===== config.mk =====
export PLATFORM = sky130hd
export DESIGN_NAME = serial_subtractor16
export DESIGN_NICKNAME = d
export VERILOG_FILES = /design/src/rtl/serial_subtractor16_pkg.sv /design/src/rtl/serial_subtractor16_full_subtractor.sv /design/src/rtl/serial_subtractor16.sv
export SDC_FILE = /design/constraint.sdc
export NUM_CORES = 1
export LEC_CHECK = 0
export ABC_AREA = 0
export BUFFER_PORTS_ARGS = -buffer_cell sky130_fd_sc_hd__buf_2
export CAP_MARGIN = 20
export CORE_MARGIN = 5
export CORE_UTILIZATION = 30
export CTS_CLUSTER_SIZE = 40
export DETAILED_ROUTE_END_ITERATION = 7
export PLACE_DENSITY_LB_ADDON = 0.08
export SLEW_MARGIN = 20
export SYNTH_ARGS = -nofsm -noshare
export SYNTH_HDL_FRONTEND = slang
export SYNTH_HIERARCHICAL = 1
export SYNTH_SLANG_ARGS = --single-unit
export TNS_END_PERCENT = 20

===== constraint.sdc =====
create_clock -name Clk -period 2.9 [get_ports Clk]
set_input_delay 0.725 -clock Clk [delete_from_list [all_inputs] [get_ports Clk]]
set_output_delay 0.725 -clock Clk [all_outputs]
set_load 0.005 [all_outputs]

===== src/rtl/serial_subtractor16_pkg.sv =====
// rtl/serial_subtractor16_pkg.sv - shared types and constants for the serial subtractor
//
// Purpose: state encoding and the default operand width used by the
//          bit-serial subtractor and its full-subtractor cell.
// Contents:
//   WIDTH_DEFAULT  default operand/result width in bits
//   state_t        control FSM states (IDLE, RUN, DONE)
package serial_subtractor16_pkg;

    localparam int WIDTH_DEFAULT = 16;

    typedef enum logic [1:0] {
        IDLE = 2'd0,
        RUN  = 2'd1,
        DONE = 2'd2
    } state_t;

endpackage


===== src/rtl/serial_subtractor16_full_subtractor.sv =====
// rtl/serial_subtractor16_full_subtractor.sv - single-bit combinational full subtractor
//
// Purpose: computes one bit of x - y - bin.
// Ports:
//   x     input   minuend bit
//   y     input   subtrahend bit
//   bin   input   borrow in
//   d     output  difference bit
//   bout  output  borrow out
module full_subtractor (
    input  logic x,
    input  logic y,
    input  logic bin,
    output logic d,
    output logic bout
);

    assign d    = x ^ y ^ bin;
    assign bout = (~x & y) | (~x & bin) | (y & bin);

endmodule


===== src/rtl/serial_subtractor16.sv =====
// rtl/serial_subtractor16.sv - bit-serial subtractor D = A - B with borrow/overflow/zero flags
//
// Purpose: subtracts two WIDTH-bit operands one bit per clock through a single
//          full-subtractor cell, LSB first, with a start/done handshake.
// Ports:
//   Clk    input          system clock, rising edge
//   Reset  input          asynchronous active-high reset
//   Start  input          request, sampled only in IDLE
//   A      input  [W-1:0] minuend, captured on the accepting edge
//   B      input  [W-1:0] subtrahend, captured on the accepting edge
//   Busy   output         high while bits are being processed
//   Done   output         one-cycle pulse when D and the flags are fresh
//   D      output [W-1:0] difference modulo 2^WIDTH, held until next result
//   Bout   output         final borrow (A < B unsigned)
//   V      output         signed overflow of A - B
//   Z      output         D == 0
import serial_subtractor16_pkg::*;

module serial_subtractor16 #(
    parameter int WIDTH = WIDTH_DEFAULT
) (
    input  logic             Clk,
    input  logic             Reset,
    input  logic             Start,
    input  logic [WIDTH-1:0] A,
    input  logic [WIDTH-1:0] B,
    output logic             Busy,
    output logic             Done,
    output logic [WIDTH-1:0] D,
    output logic             Bout,
    output logic             V,
    output logic             Z
);

    localparam int CW = $clog2(WIDTH + 1);
    // Count value on the final RUN edge; that edge brings count up to WIDTH.
    localparam logic [CW-1:0] LAST_COUNT = CW'(WIDTH - 1);

    state_t           state;
    state_t           state_next;

    logic [WIDTH-1:0] sa;
    logic [WIDTH-1:0] sb;
    logic [WIDTH-1:0] res;
    logic [WIDTH-1:0] res_next;
    logic [CW-1:0]    count;
    logic             borrow;
    logic             sign_a;
    logic             sign_b;

    logic             cell_d;
    logic             cell_bout;
    logic             last_bit;

    full_subtractor u_cell (
        .x    (sa[0]),
        .y    (sb[0]),
        .bin  (borrow),
        .d    (cell_d),
        .bout (cell_bout)
    );

    // Result fills from the MSB side so that after WIDTH shifts bit 0 lands in res[0].
    assign res_next = {cell_d, res[WIDTH-1:1]};
    assign last_bit = (count == LAST_COUNT);

    // State register
    always_ff @(posedge Clk or posedge Reset) begin
        if (Reset) begin
            state <= IDLE;
        end else begin
            state <= state_next;
        end
    end

    // Next-state logic
    always_comb begin
        state_next = state;
        case (state)
            IDLE:    if (Start) state_next = RUN;
            RUN:     if (last_bit) state_next = DONE;
            DONE:    state_next = IDLE;
            default: state_next = IDLE;
        endcase
    end

    // Output decode
    always_comb begin
        Busy = 1'b0;
        Done = 1'b0;
        case (state)
            RUN:     Busy = 1'b1;
            DONE:    Done = 1'b1;
            default: ;
        endcase
    end

    // Datapath: operand capture, serial shift, result and flag registers
    always_ff @(posedge Clk or posedge Reset) begin
        if (Reset) begin
            sa     <= '0;
            sb     <= '0;
            res    <= '0;
            count  <= '0;
            borrow <= 1'b0;
            sign_a <= 1'b0;
            sign_b <= 1'b0;
            D      <= '0;
            Bout   <= 1'b0;
            V      <= 1'b0;
            Z      <= 1'b0;
        end else begin
            case (state)
                IDLE: begin
                    if (Start) begin
                        sa     <= A;
                        sb     <= B;
                        sign_a <= A[WIDTH-1];
                        sign_b <= B[WIDTH-1];
                        borrow <= 1'b0;
                        count  <= '0;
                    end
                end
                RUN: begin
                    sa     <= sa >> 1;
                    sb     <= sb >> 1;
                    res    <= res_next;
                    borrow <= cell_bout;
                    count  <= count + CW'(1);
                    if (last_bit) begin
                        D    <= res_next;
                        Bout <= cell_bout;
                        // Overflow: operand signs differ and the result sign
                        // disagrees with the minuend.
                        V    <= (sign_a != sign_b) && (res_next[WIDTH-1] != sign_a);
                        Z    <= (res_next == '0);
                    end
                end
                default: ;
            endcase
        end
    end

endmodule


==> results.txt <==
The normalized max-slew margin is between 40 and 50%. The number of buffers added to fix hold violations after cts is 0. The initial core utilization is 30.4%. The transition at the pin with the smallest max-transition slack came out at between 0.8 and 0.9 ns. The worst vdd rail ir drop is 0.465 mV. The post-layout utilization of the core is between 30% and 40%. The die width came out at ~120 um.

The floorplan step defined a die boundary enclosing between 0.01 and 0.015 mm^2. The total of buffers placed on input and output ports came out at 55. Clock tree synthesis inserted a total of 9 buffers. Dividing the detail-routed wire length by the instance count gives around 15 um. The signal on the critical path passes through buf_4 > nor2b_1 > buf_2. The maximum fanout along the worst path is 16. The arrival time reported for the critical path endpoint came out at ~1.6 ns. The post-route minimum period came out at approximately 2.3 ns. The clock passes through at most 2 buffers. The total number of nets in the final design came out at about 430. Hold is met by 0.430 ns.

Data on the critical path is required at its endpoint by between 2 and 2.5 ns. The finished layout cell area is 0.00416 mm^2. The share of the clock period used by the worst path is approximately four fifths. The number of antenna violations at the first check in global routing came to 0.

The share of final-layout standard cells stronger than drive strength 1 is approximately a quarter. The remaining routing DRC violations came out at 0. The total nets after synthesis came out at between 300 and 400. The startpoint identified for the worst register-to-register timing path is count[0]$_DFFE_PP0P_. The count of endpoints failing setup in the final report is 0.

The top cell types in the final layout, fill and taps aside, are 76 x dfrtp_1, 66 x nand2_1, 55 x buf_2, 33 x a21oi_1, 28 x o21ai_0. The first-pass GRT wire length came out at between 10 and 15 mm. The setup slack on the worst flop-to-flop path is 0.83 ns. The flow ran to the end, and the final reports show no timing, DRC or antenna violations. The clock-pin slew on the worst setup and hold paths came out at approximately 0.060 ns. The number of distinct standard cells referenced by the synthesized netlist is 32. The max-slew violation count came out at 0. The final instance count without filler cells came out at roughly 540. TritonCTS built the clock tree. For this run, the leading register cell type out of synthesis is dfrtp_1. Entering global routing, the biggest net connects 37 pins. The first detailed-routing pass took 6 iterations. The die span in y came out at ~120 um. The root buffer cell is clkbuf_16. The number of instances in the placed design is ~520. The H-tree was split into 3 levels. The final RePlAce weighted congestion is 0.716. The number of synthesized register bits came out at 76. Once the clock tree was built, the resizer swapped 0 gates to a different size.

The residual antenna-violating net count after detailed routing came out at 0. The setup slack of the critical path after layout is ~0.57 ns. The fraction of the yosys area taken by sequential cells came out at between 50% and 60%. The reported max-cap violation count came out at 0. The pre-CTS worst setup slack is ~0.8 ns. The count of fill cells added during filler insertion came out at around 1,200. From synthesis to final layout, the design area changed by 20.7%. Setup repair after global routing left no endpoint under its margin. The placeable core region is 0.0113 mm^2.

The peak clock frequency supported by timing is roughly 430 MHz. Averaged over all synthesized cells, the footprint is 10.2 um^2. The slowest cell on the critical path is dfrtp_1. The number of setup buffers added after CTS is 0.

The count of warnings emitted by yosys came out at 6. The final route contains between 2,000 and 3,000 vias. The clock network latency to the later pin of the worst-skew pair came out at between 0.3 and 0.4 ns.

The async set or reset register ratio after synthesis is 100%. In the routed layout, each cell is associated on average with a via count of around 4.8. The cell area after synthesis is 0.00344 mm^2.

The total overflow left after global routing is 0. The tree built by TritonCTS fans out to between 70 and 80 sinks. Summed over all cells, the static leakage comes to around 2.1 nW. Power comes to roughly 4.3 mW. The post-route setup TNS is 0 ns. The routed design has just over 8 mm of wire. The placed wire-length estimate after detailed placement came out at about 5.3 mm.

The worst setup path is captured at a primary output. The most critical setup path has its endpoint at Done. The final number of hold-violating endpoints came to 0. The length in cells of the worst reg-to-reg path came out at 5. The antenna cell count came out at 0. The worst setup path is launched from a flop. Summing all placed instances gives a cell area of slightly below 0.004 mm^2. The worst register-to-register path ends at D[7]$_DFFE_PP0P_. The highest cell delay on the worst timing path is between 0.6 and 0.7 ns. The number of enable flip-flop cells after synthesis is 0. The gate count of the mapped netlist is 336. The most critical setup path has its startpoint at state[1]$_DFFE_PP0P_. The final clock skew came out at between 0.004 and 0.005 ns.

The critical path class is reg2out. In the global route stage, overall resource usage came out at 12.7%. The library cell used most frequently in the layout, excluding fill and tap cells, is dfrtp_1. Pin placement for this block handled 56 I/O pins. The standard-cell row count came out at 39.

The path class of the tightest hold or removal check is in2async. In this run the power density over the cells is ~1000 mW/mm^2. The number of global-route vias before repair came to roughly 2,600. The detailed router's first-iteration violation count came out at ~110.
## worst min-delay path by stage
stage / from / endpoint / slack [ns] / depth (start not counted)
after floorplan: count[4]$_DFFE_PP0P_ / count[4]$_DFFE_PP0P_ / 0.45 / 2
after global placement: Z$_DFFE_PP0P_ / Z$_DFFE_PP0P_ / 0.46 / 2
after detailed placement: Z$_DFFE_PP0P_ / Z$_DFFE_PP0P_ / 0.47 / 2
after CTS: Reset / D[3]$_DFFE_PP0P_ / 0.45 / 2
after global routing: Reset / Bout$_DFFE_PP0P_ / 0.49 / 2
final: Reset / D[3]$_DFFE_PP0P_ / 0.43 / 2
## Yosys cell counts, drive strengths merged (2+ instances only)
cell | instances | area share, %
mux2i | 2 | 0.58
clkbuf | 9 | 0.98
and3b | 15 | 3.8
inv | 7 | 0.76
a22o | 4 | 1.0
nand2b | 2 | 0.36
o21ai | 36 | 5.2
nor4 | 4 | 0.73
mux2 | 20 | 6.5
ha | 2 | 0.73
nor2 | 2 | 0.22
a21oi | 33 | 4.8
dfrtp | 76 | 55
buf | 15 | 2.6
nor2b | 20 | 3.9
nand2 | 66 | 7.2
a22oi | 15 | 3.3
## power by group
group	leakage, nW	internal, mW	total (mW)	switching [mW]
clock network	0.138	0.648	1.08	0.436
registers	0.984	1.49	1.80	0.308
logic	0.933	0.636	1.40	0.767
## registers in the layout (all words and copies together) (netlist names)
signal	cells
Bout	1
sb	16
count	5
state	2
sign_b	1
Z	1
D	16
res	15
V	1
borrow	1
sign_a	1
sa	16
## worst max-delay path: cells and delay by family, from the launching register on
family | cells | cell delay (ns)
DFF | 1 | 0.68
buffers and inverters | 2 | 0.44
and+or+nand+nor | 1 | 0.15
## logic make-up (layout without fill, tap and decap cells)
family	Yosys count	count (layout)	synth area share, %
AND/OR/NAND/NOR	115	115	17.4
AO/OA/AOI/OAI	89	89	14.5
flip-flops	76	76	55.2
buffers and inverters	31	90	4.36
multiplexers	22	22	7.12
adder cells (fa/ha/maj)	3	3	1.31
## per-layer routing
layer  vias to the layer above  global-route usage, %  part of all wire, %
met4                         0                   4.82                  1.9
met3                        13                   3.24                  3.8
met2                        39                   20.3                   46
met5                         -                      0                    0
met1                      1246                   16.7                   48
li1                       1267                      -                    -
## layout make-up
class / instances / area, um^2 / share of cell area (%)
Tap cell: 143 / 179 / 4.31
Timing Repair Buffer: 67 / 365 / 8.79
Multi-Input combinational cell: 229 / 1390 / 33.5
Clock buffer: 13 / 270 / 6.50
Inverter: 7 / 27.5 / 0.662
Sequential cell: 76 / 1900 / 45.8
Clock inverter: 3 / 20.0 / 0.482
Note: power is estimated with default switching activity, not from simulation.
